### src/rtl/volume_meter_gen.sv
// Volume meter: tracks the peak mic sample over each refresh window,
// quantises it against BASE + (k-1)*STEP thresholds one level per cycle,
// keeps a decaying peak-hold marker and drives an LED bar in one of four
// fill orders.
//
// Ports:
//   CLK, RESETn    clock, synchronous active-low reset
//   sample_valid   strobe qualifying sample
//   sample         filtered mic sample (unsigned, SAMPLE_W bits)
//   tick           refresh strobe; closes the window and starts quantising
//   mode           fill order: 00 LSB-first, 10 MSB-first, 01 centre-out,
//                  11 edges-in
//   led            LED bar pattern
//   level, peak    current level and held peak (0..N_LED)
//   trigger        toggles once per window whose max exceeds TRIG_LVL
//   clip           one-cycle pulse alongside each trigger toggle
//   update         one-cycle pulse when led/level/peak are refreshed
module volume_meter_gen #(
  parameter int unsigned SAMPLE_W   = 12,
  parameter int unsigned N_LED      = 12,
  parameter int unsigned NUM_W      = 4,
  parameter int unsigned BASE       = 2150,
  parameter int unsigned STEP       = 100,
  parameter int unsigned TRIG_LVL   = 3600,
  parameter int unsigned HOLD_TICKS = 10
) (
  input  logic                CLK,
  input  logic                RESETn,
  input  logic                sample_valid,
  input  logic [SAMPLE_W-1:0] sample,
  input  logic                tick,
  input  logic [1:0]          mode,
  output logic [N_LED-1:0]    led,
  output logic [NUM_W-1:0]    level,
  output logic [NUM_W-1:0]    peak,
  output logic                trigger,
  output logic                clip,
  output logic                update
);

  localparam int unsigned TW     = SAMPLE_W + NUM_W + 8;
  localparam int unsigned HOLD_W = (HOLD_TICKS > 0) ? $clog2(HOLD_TICKS + 1) : 1;
  localparam logic [N_LED-1:0] LED_ONE = N_LED'(1);

  typedef enum logic [1:0] {IDLE, QUANT, UPDATE} state_t;

  state_t              state;
  logic [SAMPLE_W-1:0] win_max;
  logic [SAMPLE_W-1:0] m;
  logic [SAMPLE_W-1:0] s_in;
  logic [NUM_W-1:0]    k;
  logic [NUM_W-1:0]    cnt;
  logic [NUM_W-1:0]    peak_nxt;
  logic [HOLD_W-1:0]   hold_cnt;
  logic [HOLD_W-1:0]   hold_nxt;
  logic [TW-1:0]       thresh;
  logic [N_LED-1:0]    led_nxt;
  logic                accept;
  logic                hit;
  logic                trig_hit;

  // Bit index lit at 0-based position p of the fill order for mode md.
  function automatic int unsigned order_bit(input logic [1:0] md, input int unsigned p);
    int unsigned b;
    case (md)
      2'b00:   b = p;
      2'b10:   b = N_LED - 1 - p;
      2'b01:   b = p[0] ? (N_LED / 2 - 1 - p / 2) : (N_LED / 2 + p / 2);
      default: b = p[0] ? (p / 2) : (N_LED - 1 - p / 2);
    endcase
    return b;
  endfunction

  // Window snapshot, threshold compare and trigger detection.
  always_comb begin
    s_in     = sample_valid ? sample : '0;
    accept   = (state == IDLE) && tick;
    thresh   = TW'(BASE) + TW'(STEP) * (TW'(k) - TW'(1));
    hit      = TW'(m) > thresh;
    trig_hit = TW'(m) > TW'(TRIG_LVL);
  end

  // Peak-hold with decay; cnt is the freshly quantised level.
  always_comb begin
    peak_nxt = peak;
    hold_nxt = hold_cnt;
    if (cnt >= peak) begin
      peak_nxt = cnt;
      hold_nxt = HOLD_W'(HOLD_TICKS);
    end else if (hold_cnt != '0) begin
      hold_nxt = hold_cnt - HOLD_W'(1);
    end else begin
      peak_nxt = ((peak - NUM_W'(1)) > cnt) ? (peak - NUM_W'(1)) : cnt;
    end
  end

  // LED pattern: first cnt positions of the order, plus the peak marker.
  always_comb begin
    led_nxt = '0;
    for (int unsigned p = 0; p < N_LED; p++) begin
      if (p < 32'(cnt)) led_nxt = led_nxt | (LED_ONE << order_bit(mode, p));
    end
    if (peak_nxt > cnt) led_nxt = led_nxt | (LED_ONE << order_bit(mode, 32'(peak_nxt) - 1));
  end

  // Window capture, quantiser FSM and registered outputs.
  always_ff @(posedge CLK) begin
    if (!RESETn) begin
      state    <= IDLE;
      win_max  <= '0;
      m        <= '0;
      k        <= '0;
      cnt      <= '0;
      hold_cnt <= '0;
      led      <= '0;
      level    <= '0;
      peak     <= '0;
      trigger  <= 1'b0;
      clip     <= 1'b0;
      update   <= 1'b0;
    end else begin
      // A sample in the tick cycle belongs to the window being closed.
      if (accept) begin
        m       <= (s_in > win_max) ? s_in : win_max;
        win_max <= '0;
      end else if (sample_valid && (sample > win_max)) begin
        win_max <= sample;
      end

      clip   <= 1'b0;
      update <= 1'b0;

      case (state)
        IDLE: begin
          if (tick) begin
            state <= QUANT;
            k     <= NUM_W'(1);
            cnt   <= '0;
          end
        end
        QUANT: begin
          if (hit) cnt <= cnt + NUM_W'(1);
          if (k == NUM_W'(N_LED)) state <= UPDATE;
          else                    k     <= k + NUM_W'(1);
        end
        UPDATE: begin
          level    <= cnt;
          peak     <= peak_nxt;
          hold_cnt <= hold_nxt;
          led      <= led_nxt;
          update   <= 1'b1;
          if (trig_hit) begin
            trigger <= ~trigger;
            clip    <= 1'b1;
          end
          state <= IDLE;
        end
        default: state <= IDLE;
      endcase
    end
  end

endmodule

### config.mk
export PLATFORM = sky130hd
export DESIGN_NAME = volume_meter_gen
export DESIGN_NICKNAME = d
export VERILOG_FILES = /design/src/rtl/volume_meter_gen.sv
export SDC_FILE = /design/constraint.sdc
export NUM_CORES = 1
export LEC_CHECK = 0
export ABC_CLOCK_PERIOD_IN_PS = 6820
export CAP_MARGIN = 20
export CORE_ASPECT_RATIO = 1.25
export CORE_MARGIN = 2
export CORE_UTILIZATION = 40
export DETAILED_ROUTE_END_ITERATION = 8
export PLACE_DENSITY = 0.62
export REMOVE_ABC_BUFFERS = 1
export SKIP_LAST_GASP = 1
export SYNTH_ARGS = -nofsm -noshare
export SYNTH_HDL_FRONTEND = slang
export SYNTH_SLANG_ARGS = --single-unit
### constraint.sdc
create_clock -name CLK -period 6.82 [get_ports CLK]
set_input_delay 2.046 -clock CLK [delete_from_list [all_inputs] [get_ports CLK]]
set_output_delay 2.046 -clock CLK [all_outputs]
set_load 0.05 [all_outputs]
== Yosys cells after proc, flatten, opt, wreduce, memory -nomap -nowiden ==
Cells that the tools add are included.
Operators by class
  $add $sub $neg: 11
  multiply operators: 1
  magnitude comparators: 19
  equal/unequal tests: 9
  shift-type cells: 13
  muxes and demuxes: 59
  bitwise gates (word level): 14
  reductions and logical operators: 15
Operators with widths (count)
  $mux 32: 15
  $shl 1x32->12 const A: 13
  $mux 12: 15
  $or 12x12->12: 12
  $pmux 32 s3: 1
  $pmux 4 s3: 8
  $mux 4: 9
  $add 3x31->32 const A: 1
  $pmux 4 s2: 4
  $sub 3x31->32 const A: 1
  $sub 4x31->32 const A: 1
  $add 12x24->24 const A: 1
  $gt 12x12->1: 2
  $gt 12x24->1: 1
  $mul 5x24->22 const A: 1
  $pmux 3 s3: 2
  $lt 3x4->1 const A: 4
  $lt 4x4->1 const A: 4
  $gt 12x12->1 const B: 1
  $sub 4x1->5 const B: 2
  $add 4x1->4 const B: 2
  $gt 4x4->1: 2
  $lt 1x4->1 const A: 2
  $lt 2x4->1 const A: 2
  18 further kinds: 35
Storage, ports and cells
  register bits after elaboration: 61
  bits of input ports: 18
  output and inout bits: 23
  logic and storage cells: 153

== Logic depth before layout (Yosys ltp) ==
  depth in word-level cells: 29
  gate-level depth with buffers: 24
  mapped depth without buffers: 23

== Worst setup path before layout ==
No wires, ideal clock.
  path type: flip-flop to flip-flop
  from: reg peak[0]
  to: reg led[10]
  library setup time: 0.101 ns
  arrival: 5.650 ns
  data required time: 6.719 ns
  path slack: 1.069 ns
  stages on the path, launching flop included: 23
  buffers on the path: 2
  clock period less this slack: 5.751 ns
  cells stage by stage: dfxtp_1 inv_1 ha_1 xor2_1 ha_1 a211oi_1 o21a_1 o21a_1 buf_2 nor3b_2 or2_1 buf_2 nor4_2 ha_1 and2_1 nor2_1 ha_1 nor4b_1 and4b_1 a311oi_1 and4bb_2 or4b_4 o41ai_1
On the way
  word-level cells in the longest chain between the ends: 13
Ends and longest elaborated chain
  start, declared: RTL line 35  | output logic [NUM_W-1:0] peak,
  start signal, assigned: RTL line 148  | peak <= peak_nxt;
  $sub 4x1->4: RTL line 93  | peak_nxt = ((peak - NUM_W'(1)) > cnt) ? (peak - NUM_W'(1)) : cnt;
  $gt 4x4->1: RTL line 93
  $mux 4: RTL line 93
  $mux 4: RTL line 90  | end else if (hold_cnt != '0) begin
  $mux 4 *: RTL line 87  | if (cnt >= peak) begin
  net peak_nxt[1]: RTL line 53  | logic [NUM_W-1:0] peak_nxt;
  $sub 4x1->5: RTL line 103  | if (peak_nxt > cnt) led_nxt = led_nxt | (LED_ONE << order_bit(mode, 32'(peak_nxt) - 1));
  $sub 4x31->32 (tied with other cells): RTL line 69  | default: b = p[0] ? (p / 2) : (N_LED - 1 - p / 2);
  $mux 32 (on tied branches): RTL line 69, 68
  $pmux 32 s3: RTL line 65  | case (md)
  $mux 32: RTL line 103
  $shl 1x32->12: RTL line 103
  $or 12x12->12: RTL line 103
  $mux 12 *: RTL line 103
  end signal, assigned: RTL line 150  | led <= led_nxt;
  end, declared: RTL line 33  | output logic [N_LED-1:0] led,
The timed path passes the listed nets; every way through them passes the cells marked *. The select of a mux whose other input is x is not followed.
A chain may end at the register's enable or synchronous reset.

== Final worst setup path ==
  from: reg peak[0]
  to: reg led[2]
The elaborated chain is that of the path after synthesis.

==> impl_metrics.tcl <==
set metrics [dict create \
    tns_ns 0 \
    hold_ws_ns 0.4560 \
    initial_core_util_pct 41.01 \
    ys_ff_latch 61 \
    max-vdd-ir-drop_uv 132.6 \
    synth.mux.area_fraction_pct 4.313 \
    yosys.cell_count.top_type "ha_1" \
    die-area_sq_um 17660 \
    synthCells 868 \
    drt-total-wl_um 18760 \
    slew_violations 0 \
    intPower_w 0.0009719 \
    placed_area_sq_um 7197 \
    fmax_mhz 166.1 \
    min_period_ns 6.019 \
    cts_tree "built" \
    cp-start-kind "flip-flop" \
    synthSimpleGateAreaFrac_pct 22.45 \
    final-setup-viol-count 0 \
    hold_path_end "level[2]$_SDFFE_PN0P_" \
    synth_common_cells "ha_1, nor2_1, nand2_1" \
    multi_input_area_sq_um 5029 \
    synth_compound_area_share_pct 26.95 \
    track_usage_pct 21.33 \
    area_growth_pct 12.82 \
    hold_viol 0 \
    powerDensity_nw_per_um2 217.5 \
    n_antenna_cell 0 \
    portBuffers 40 \
    worstReg2RegEnd "led[2]$_SDFFE_PN0P_" \
    final_core_util_pct 46.27 \
    rrSetupSlack_ns 0.80 \
    crit_required_ns 7.06 \
    place_inst 1086 \
    p_leak_nw 2.989 \
    cp-end-kind "flip-flop" \
    maxCapViolations 0 \
    drtIter0Drc 707 \
    postSynth.asyncResetShare_pct 0 \
    hold_path.startpoint "level[2]$_SDFFE_PN0P_" \
    grt_pass1_wl_um 31240 \
    dpl.hpwl_um 13960 \
    clock_sinks 61 \
    wl_per_cell_um 17.03 \
    drive_gt1_share_pct 6.659 \
    p_comb_share_pct 48.2 \
    regArea_sq_um 1221 \
    r2r-start "peak[0]$_SDFFE_PN0P_" \
    finalInstanceArea_sq_um 7496 \
    synthTopCellsByArea "dfxtp_1, ha_1, nor2_1" \
    worst_pin_slew_ns 0.9799 \
    hold_class "reg2reg" \
    synth_xor_area_share_pct 3.032 \
    ys.flop_type "dfxtp_1" \
    outcome "complete, no violations" \
    final_antenna_net_count 0 \
    slowest_delay_ns 0.52 \
    synth_top_cell_by_area "dfxtp_1" \
    crit_path_cell_trace "inv_1 -> ha_1 -> xor2_1 -> ha_1 -> a211oi_1 -> o21a_1 -> o21a_1 -> nor2_1 -> o211ai_1 -> a21oi_1 -> nor2_1 -> inv_1 -> ha_1 -> and2_1 -> nor2_1 -> ha_1 -> nor4b_1 -> and4b_1 -> a311oi_1 -> and4bb_2 -> or4b_4 -> o41ai_1" \
    seqPwrFrac_pct 23.2 \
    synth.cell_area_sq_um 6644 \
    switching_share_pct 40.39 \
    grt_overflow 0 \
    path_common_cell "ha_1" \
    fin_skew_ns 0.005290 \
    path_max_fanout 10 \
    cts-buffers-inserted 9 \
    antenna_found_initial 0 \
    max_slew_margin_pct 34.60 \
    ctsHoldBuffers 0 \
    die_y_um 148.1 \
    avgSynthCellArea_sq_um 7.654 \
    dr.pass1.iters 8 \
    clkLatencyLatePin_ns 0.34 \
    fin_crit_sh_pct 88.25 \
    rsz0062_at_grt "no" \
    grt_max_degree 31 \
    clkPwrFrac_pct 28.7 \
    ctsResizeCount 0 \
    io_pins 41 \
    crit_arrival_ns 6.26 \
    grt_pass1_vias 6253 \
    fill_cells 1641 \
    cts-root-buf "clkbuf_16" \
    synth_top_family_by_area "compound AO/OA/AOI/OAI gates" \
    num_rows 52 \
    yosysWarnings 0 \
    clk_pin_slew_ns 0.06 \
    synth_top_area_share_pct 18.38 \
    synth-edff-count 0 \
    avgViaCountPerCell 5.985 \
    synth_adder_area_share_pct 18.91 \
    vias 6596 \
    die_x_um 119.3 \
    cpMaxStageDelayCell "o211ai_1" \
    place_congestion 0.9316 \
    fp.coreArea_sq_um 16200 \
    cts_buffer_depth 2 \
    ys_seq_area_share_pct 18.38 \
    post-route-drc-count 0 \
    fin_nets 997 \
    htreeDepth 3 \
    rr_worst_depth 22 \
    finalNonFillerCells 1102 \
    cts_setup_buffers 0 \
    p_switching_w 0.0006586 \
    hold_depth 2 \
    yosysUniqueCellTypes 80 \
    critPathKind "reg2reg" \
]
[routing by layer]
| layer | global-route usage [%] | wire length, um | part of all wire, % |
|---|---|---|---|
| met3 | 2.722 | 1177 | 6.3 |
| met5 | 0 | 0 | 0 |
| met4 | 8.036 | 545 | 2.9 |
| met2 | 34.71 | 8363 | 45 |
| met1 | 28.83 | 8677 | 46 |
[kinds of logic after synthesis]
group	count (synthesis)
mux	28
simple gates	297
fa+ha+maj	98
buf+inv	100
compound gates	261
xor+xnor	23
flops	61
[power groups by stage]
stage                     combinational (W)  sequential [W]  clock (W)
final                              0.000785        0.000377   0.000468
after global routing               0.000896        0.000379   0.000485
after CTS                          0.000782        0.000377   0.000476
after detailed placement           0.000775        0.000385          0
after global placement             0.000778        0.000385          0
after floorplan                    0.000607        0.000382          0
[worst max-delay path: cells and delay by family, from the launching register on]
family	cells	cell delay, ns
xor+xnor	1	0.16
flops	1	0.51
fa+ha+maj	4	0.92
compound gates	7	1.94
simple gates	8	2.08
buf+inv	2	0.30
[worst max-delay path by stage]
stage	from	to	slack, ns	cells after the start
2_1_floorplan	peak[0]$_SDFFE_PN0P_	led[10]$_SDFFE_PN0P_	1.05	20
3_3_place_gp	peak[0]$_SDFFE_PN0P_	led[10]$_SDFFE_PN0P_	0.87	22
3_5_place_dp	peak[0]$_SDFFE_PN0P_	led[10]$_SDFFE_PN0P_	0.82	22
4_1_cts	peak[0]$_SDFFE_PN0P_	led[2]$_SDFFE_PN0P_	0.81	22
5_1_grt	peak[0]$_SDFFE_PN0P_	led[2]$_SDFFE_PN0P_	0.23	22
6_report	peak[0]$_SDFFE_PN0P_	led[2]$_SDFFE_PN0P_	0.80	22
[flip-flops by register name (all words and copies together), names as in the netlist]
signal,cells
clip,1
cnt,4
hold_cnt,4
k,4
led,12
level,4
m,12
peak,4
state,2
trigger,1
update,1
win_max,12
[cell type report]
cell class	count	share of cell area (%)
Inverter	51	2.587
Sequential cell	61	16.29
Timing Repair Buffer	51	6.443
Tap cell	216	3.605
Clock inverter	7	0.9848
Multi-Input combinational cell	707	67.08
Clock buffer	9	3.005
[metrics by stage]
stage               total power [W]  setup slack, ns
floorplan                 0.0009890            1.050
global placement           0.001162           0.8654
detailed placement         0.001160           0.8243
CTS                        0.001635           0.8100
global route               0.001761           0.2281
finish                     0.001630           0.8012
[cell usage in the layout (no fill, tap or decap), types with 19 or more instances in the layout]
cell type	Yosys	layout
nand3_1	20	20
ha_1	94	94
nand2_1	74	74
nor3_1	19	19
o21ai_0	52	52
clkdlybuf4s50_1	0	40
mux2i_1	26	26
a21oi_1	63	63
dfxtp_1	61	61
a211oi_1	22	22
nor2_1	88	88
inv_1	47	47
Note: power is estimated with default switching activity, not from simulation.
